[config.mk]
export PLATFORM = sky130hd
export DESIGN_NAME = vga_plot_sink
export DESIGN_NICKNAME = d
export VERILOG_FILES = /design/src/rtl/vga_pkg.sv /design/src/rtl/plot_fifo.sv /design/src/rtl/vga_plot_sink.sv
export SDC_FILE = /design/constraint.sdc
export NUM_CORES = 1
export LEC_CHECK = 0
export CAP_MARGIN = 10
export CORE_UTILIZATION = 50
export CTS_BUF_LIST = sky130_fd_sc_hd__clkbuf_8
export CTS_CLUSTER_DIAMETER = 30
export CTS_CLUSTER_SIZE = 25
export DETAILED_ROUTE_END_ITERATION = 8
export PLACE_DENSITY = 0.83
export SETUP_SLACK_MARGIN = 0.3
export SYNTH_ARGS = -nofsm -noshare
export SYNTH_HDL_FRONTEND = slang
export SYNTH_SLANG_ARGS = --single-unit
[constraint.sdc]
create_clock -name clk -period 5.47 [get_ports clk]
set_clock_uncertainty 0.1 [all_clocks]
set_input_delay 1.641 -clock clk [delete_from_list [all_inputs] [get_ports clk]]
set_output_delay 1.641 -clock clk [all_outputs]
set_load 0.05 [all_outputs]
[src/rtl/vga_pkg.sv]
// Shared types for the plot sink: screen geometry, pixel bundle, write FSM.
// Address helper maps (x,y) to the linear framebuffer word address.
package vga_pkg;

  localparam int SCREEN_W = 160;
  localparam int SCREEN_H = 120;

  typedef logic [7:0]  vga_x_t;
  typedef logic [6:0]  vga_y_t;
  typedef logic [2:0]  colour_t;
  typedef logic [14:0] fb_addr_t;

  typedef struct packed {
    fb_addr_t addr;
    colour_t  colour;
  } pixel_t;

  typedef enum logic {
    WR_IDLE,
    WR_ISSUE
  } wr_state_e;

  // y*160 + x using shifts only
  function automatic fb_addr_t pix_addr(vga_x_t x, vga_y_t y);
    return (fb_addr_t'(y) << 7)
         + (fb_addr_t'(y) << 5)
         + fb_addr_t'(x);
  endfunction

  function automatic logic [15:0] sat_cnt(
    logic [15:0] cur,
    logic        ev,
    logic        clr
  );
    if (clr)
      return ev ? 16'd1 : 16'd0;
    if (ev && cur != 16'hFFFF)
      return cur + 16'd1;
    return cur;
  endfunction

endpackage

[src/rtl/plot_fifo.sv]
// Synchronous pixel FIFO; head is presented combinationally on rdata_o.
// A push is allowed when full if a pop happens on the same edge.
module plot_fifo
  import vga_pkg::*;
#(
  parameter int DEPTH = 4
) (
  input  logic   clk,
  input  logic   rst,
  input  logic   push_i,
  input  pixel_t wdata_i,
  input  logic   pop_i,
  output pixel_t rdata_o,
  output logic   empty_o,
  output logic   full_o,
  output logic   last_o
);

  localparam int AW = (DEPTH > 1) ? $clog2(DEPTH) : 1;
  localparam int CW = $clog2(DEPTH + 1);

  logic [AW-1:0] wptr_q, rptr_q;
  logic [CW-1:0] cnt_q;
  pixel_t        mem_q [DEPTH];
  logic          do_push, do_pop;

  assign empty_o = (cnt_q == '0);
  assign full_o  = (cnt_q == CW'(DEPTH));
  assign last_o  = (cnt_q == CW'(1));
  assign do_pop  = pop_i && !empty_o;
  assign do_push = push_i && (!full_o || do_pop);
  assign rdata_o = mem_q[rptr_q];

  always_ff @(posedge clk) begin
    if (rst) begin
      wptr_q <= '0;
      rptr_q <= '0;
      cnt_q  <= '0;
    end else begin
      if (do_push)
        wptr_q <= wptr_q + AW'(1);
      if (do_pop)
        rptr_q <= rptr_q + AW'(1);
      cnt_q <= cnt_q + CW'(do_push) - CW'(do_pop);
    end
  end

  always_ff @(posedge clk) begin
    if (do_push)
      mem_q[wptr_q] <= wdata_i;
  end

endmodule

[src/rtl/vga_plot_sink.sv]
// Clips plot requests, queues pixels and writes them to the framebuffer.
// Define PLOT_STATS_EN to add saturating plotted/clipped/dropped counters.
module vga_plot_sink
  import vga_pkg::*;
#(
  parameter int DEPTH = 4
) (
  input  logic        clk,
  input  logic        rst,
  input  logic [7:0]  vga_x,
  input  logic [6:0]  vga_y,
  input  logic [2:0]  vga_colour,
  input  logic        vga_plot,
  output logic [14:0] fb_addr,
  output logic [2:0]  fb_wdata,
  output logic        fb_we,
  input  logic        fb_ready,
  output logic        busy,
  output logic        overflow,
  input  logic        clear_ovf
`ifdef PLOT_STATS_EN
  ,
  output logic [15:0] stat_plotted,
  output logic [15:0] stat_clipped,
  output logic [15:0] stat_dropped
`endif
);

  wr_state_e state_q, state_d;
  pixel_t    in_pix, head;
  logic      in_range, req, clipped;
  logic      done, push, drop;
  logic      empty, full, last;
  logic      ovf_q;

  assign in_range = (vga_x < vga_x_t'(SCREEN_W))
                 && (vga_y < vga_y_t'(SCREEN_H));
  assign req      = vga_plot && in_range;
  assign clipped  = vga_plot && !in_range;

  assign in_pix.addr   = pix_addr(vga_x, vga_y);
  assign in_pix.colour = vga_colour;

  assign done = (state_q == WR_ISSUE) && fb_ready;
  assign push = req && (!full || done);
  assign drop = req && full && !done;

  plot_fifo #(
    .DEPTH (DEPTH)
  ) u_fifo (
    .clk     (clk),
    .rst     (rst),
    .push_i  (push),
    .wdata_i (in_pix),
    .pop_i   (done),
    .rdata_o (head),
    .empty_o (empty),
    .full_o  (full),
    .last_o  (last)
  );

  always_ff @(posedge clk) begin
    if (rst)
      state_q <= WR_IDLE;
    else
      state_q <= state_d;
  end

  always_comb begin
    state_d = state_q;
    unique case (state_q)
      WR_IDLE:  if (!empty) state_d = WR_ISSUE;
      WR_ISSUE: if (done && last && !push) state_d = WR_IDLE;
      default:  state_d = WR_IDLE;
    endcase
  end

  // outputs read zero whenever no write is offered
  assign fb_we    = (state_q == WR_ISSUE);
  assign fb_addr  = fb_we ? head.addr : '0;
  assign fb_wdata = fb_we ? head.colour : '0;
  assign busy     = !empty || fb_we;
  assign overflow = ovf_q;

  always_ff @(posedge clk) begin
    if (rst)
      ovf_q <= 1'b0;
    else if (drop)
      ovf_q <= 1'b1;
    else if (clear_ovf)
      ovf_q <= 1'b0;
  end

`ifdef PLOT_STATS_EN
  logic [15:0] plot_q, clip_q, drop_q;

  always_ff @(posedge clk) begin
    if (rst) begin
      plot_q <= '0;
      clip_q <= '0;
      drop_q <= '0;
    end else begin
      plot_q <= sat_cnt(plot_q, done, clear_ovf);
      clip_q <= sat_cnt(clip_q, clipped, clear_ovf);
      drop_q <= sat_cnt(drop_q, drop, clear_ovf);
    end
  end

  assign stat_plotted = plot_q;
  assign stat_clipped = clip_q;
  assign stat_dropped = drop_q;
`else
  logic unused_clip;
  assign unused_clip = clipped;
`endif

endmodule

==> out/metrics.yaml <==
status:
  outcome: "completed"
timing:
  timing.final.setup_violations: 0
  grt_setup_unrepaired: "false"
  max_clock_freq_mhz: 234
  fin_crit_ps: 4280
  slew_headroom: 0.377
  worst_pin_slew_ps: 935
  fin_crit_sh: 0.782
  finalSetupTns_ps: 0
  hold_viol_final: 0
  finalMaxSlewViolations: 0
yosys:
  synth_cell_type_count: 35
  ys_warn_count: 0
  yosysTopAreaCell: "edfxtp_1"
  synth_area_mm2: 0.00371
  yosys-top-cells-area: "edfxtp_1, ha_1, mux4_2"
  synth_seq_cells: 83
  syn_inst: 222
  synth.top_cell.area_share: 0.583
  syn_nets: 267
  syn_area_per_cell_um2: 16.7
  seq_area_frac_synth: 0.642
cts:
  cts_hold_buf: 0
  cts.sinks: 83
  cts_buffers: 9
  clk_pin_slew_ps: 80
  cts_setup_buffers: 0
  root_buffer: "clkbuf_8"
  cts-htree-levels: 3
  cts_resized: 0
  clockBufferDepth: 2
  cts_tree: "built"
  clk_latency_ps: 350
grt:
  antenna_found_initial: 0
  grt_max_degree: 23
  grt_pass1_vias: 1928
  grtUsageTotal: 0.172
  overflow: 0
  grt_pass1_wl_um: 9460
floorplan:
  fp-row-count: 31
  die_h_um: 88.1
  io_pins: 44
  initial_core_util: 0.514
  dieWidth_um: 88.1
  core-area_mm2: 0.00721
  dieArea_mm2: 0.00777
cells_and_area:
  fillers: 544
  final_cell_mix: "edfxtp_1, clkdlybuf4s50_1, and2_1"
  area_delta_synth_final_pct: 19.9
  fin_nets: 314
  final_common_cell: "edfxtp_1"
  num_antenna_cells: 0
  drive_gt1_frac: 0.0949
power_and_ir_drop:
  power_mw: 1.81
  pwr_density_cell_mw_per_mm2: 406
  leakagePower_nw: 1.58
  irDropWorstVdd_mv: 0.170
drt:
  drt_wl_total_um: 6140
  antenna_left: 0
  first_pass_iters: 4
  num_vias: 1977
  drc_errors: 0
  via_per_inst: 5.30
  wl_per_cell_um: 16.5
  drtIter0Drc: 114
critical_path:
  cp.required_ps: 3730
  arrival_ps: 2540
  path_class: "flip-flop to output pin"
  end_kind: "output pin"
  crit_path_start_kind: "flip-flop"
  path_max_fanout: 16
placed_design:
  io_buffer_count: 43
  dp_hpwl_um: 4050
  place_congestion: 0.838
worst_hold_path:
  hold_path_class: "flip-flop to flip-flop"
job:
  maxCapViolations: 0
state kept, by name, summed over array words and instances, names as in the netlist, named ones only:
signal and flops:
u_fifo.mem_q 72, u_fifo.cnt_q 3, fb_we 1, u_fifo.wptr_q 2
u_fifo.rptr_q 2, overflow 1
layer usage:
metal | track usage | share of wire | vias up
met5 | 0 | 0 | -
met2 | 0.278 | 0.49 | 65
met1 | 0.220 | 0.44 | 963
met3 | 0.0386 | 0.055 | 9
met4 | 0.0880 | 0.015 | 0
li1 | - | - | 940
logic make-up after synthesis:
family,synth area share
flip-flops,0.642
AO/OA/AOI/OAI,0.0297
multiplexers,0.123
AND/OR/NAND/NOR,0.0759
XOR/XNOR,0.0212
adder cells (fa/ha/maj),0.0803
buffers and inverters,0.0277
power breakdown:
group,internal (mW),total [mW],switching [mW]
Clock,0.299,0.506,0.207
Combinational,0.201,0.507,0.306
Sequential,0.751,0.793,0.0417
Total,1.25,1.81,0.554
synthesized netlist by cell type:
cell and instances:
edfxtp_1 72, and2_1 22, ha_1 19, inv_1 12, dfxtp_1 11, nor2_1 11, mux4_2 10, mux4_1 8
xnor2_1 6, nand2_1 5, a21oi_1 4, nor2b_1 4, buf_2 3, clkbuf_1 3, fa_1 3, nand2b_1 3
nand3_1 3, o21ai_0 3, xor2_1 3, a21o_1 2, a221oi_1 1, a311oi_1 1, a31o_2 1, a31oi_1 1
and3_1 1, buf_12 1, buf_6 1, mux2_1 1, mux2i_1 1, nand4_1 1, nor3_1 1, o2111a_1 1
o22ai_1 1, o311a_1 1, or4_1 1
area by class of cell:
type,instances,area (um^2),area share
inverters,12,45.0,0.0101
clock inverters,7,110,0.0248
clock buffers,9,124,0.0278
repair buffers,44,438,0.0985
multi-input cells,119,1220,0.275
flip-flops and latches,83,2380,0.536
well taps,99,124,0.0278
final timing paths:
kind	start	end	slack, ps	cells past startpoint
max	flip-flop	fb_addr[14]	1190	4
min reg2reg	u_fifo.cnt_q[0]	fb_we	430	1
max reg2reg	fb_we	u_fifo.mem_q[3][14]	2680	4
min	u_fifo.cnt_q[0]	fb_we	430	1
critical path, cell delays in order (launching register included):
cell,delay (ps)
dfxtp_1,380
buf_4,330
mux4_1,580
and2_1,190
clkdlybuf4s50_1,700
through the flow:
step	util	cell area (um^2)	hold slack, ps	cells	setup slack (ps)
after detailed placement	0.584	4210	398	357	989
after global routing	0.617	4450	481	373	1080
final	0.617	4450	426	373	1190
after floorplan	-	3710	359	222	1660
after global placement	0.584	4210	391	357	1080
after CTS	0.617	4450	423	373	1150
Note: power is estimated with default switching activity, not from simulation.
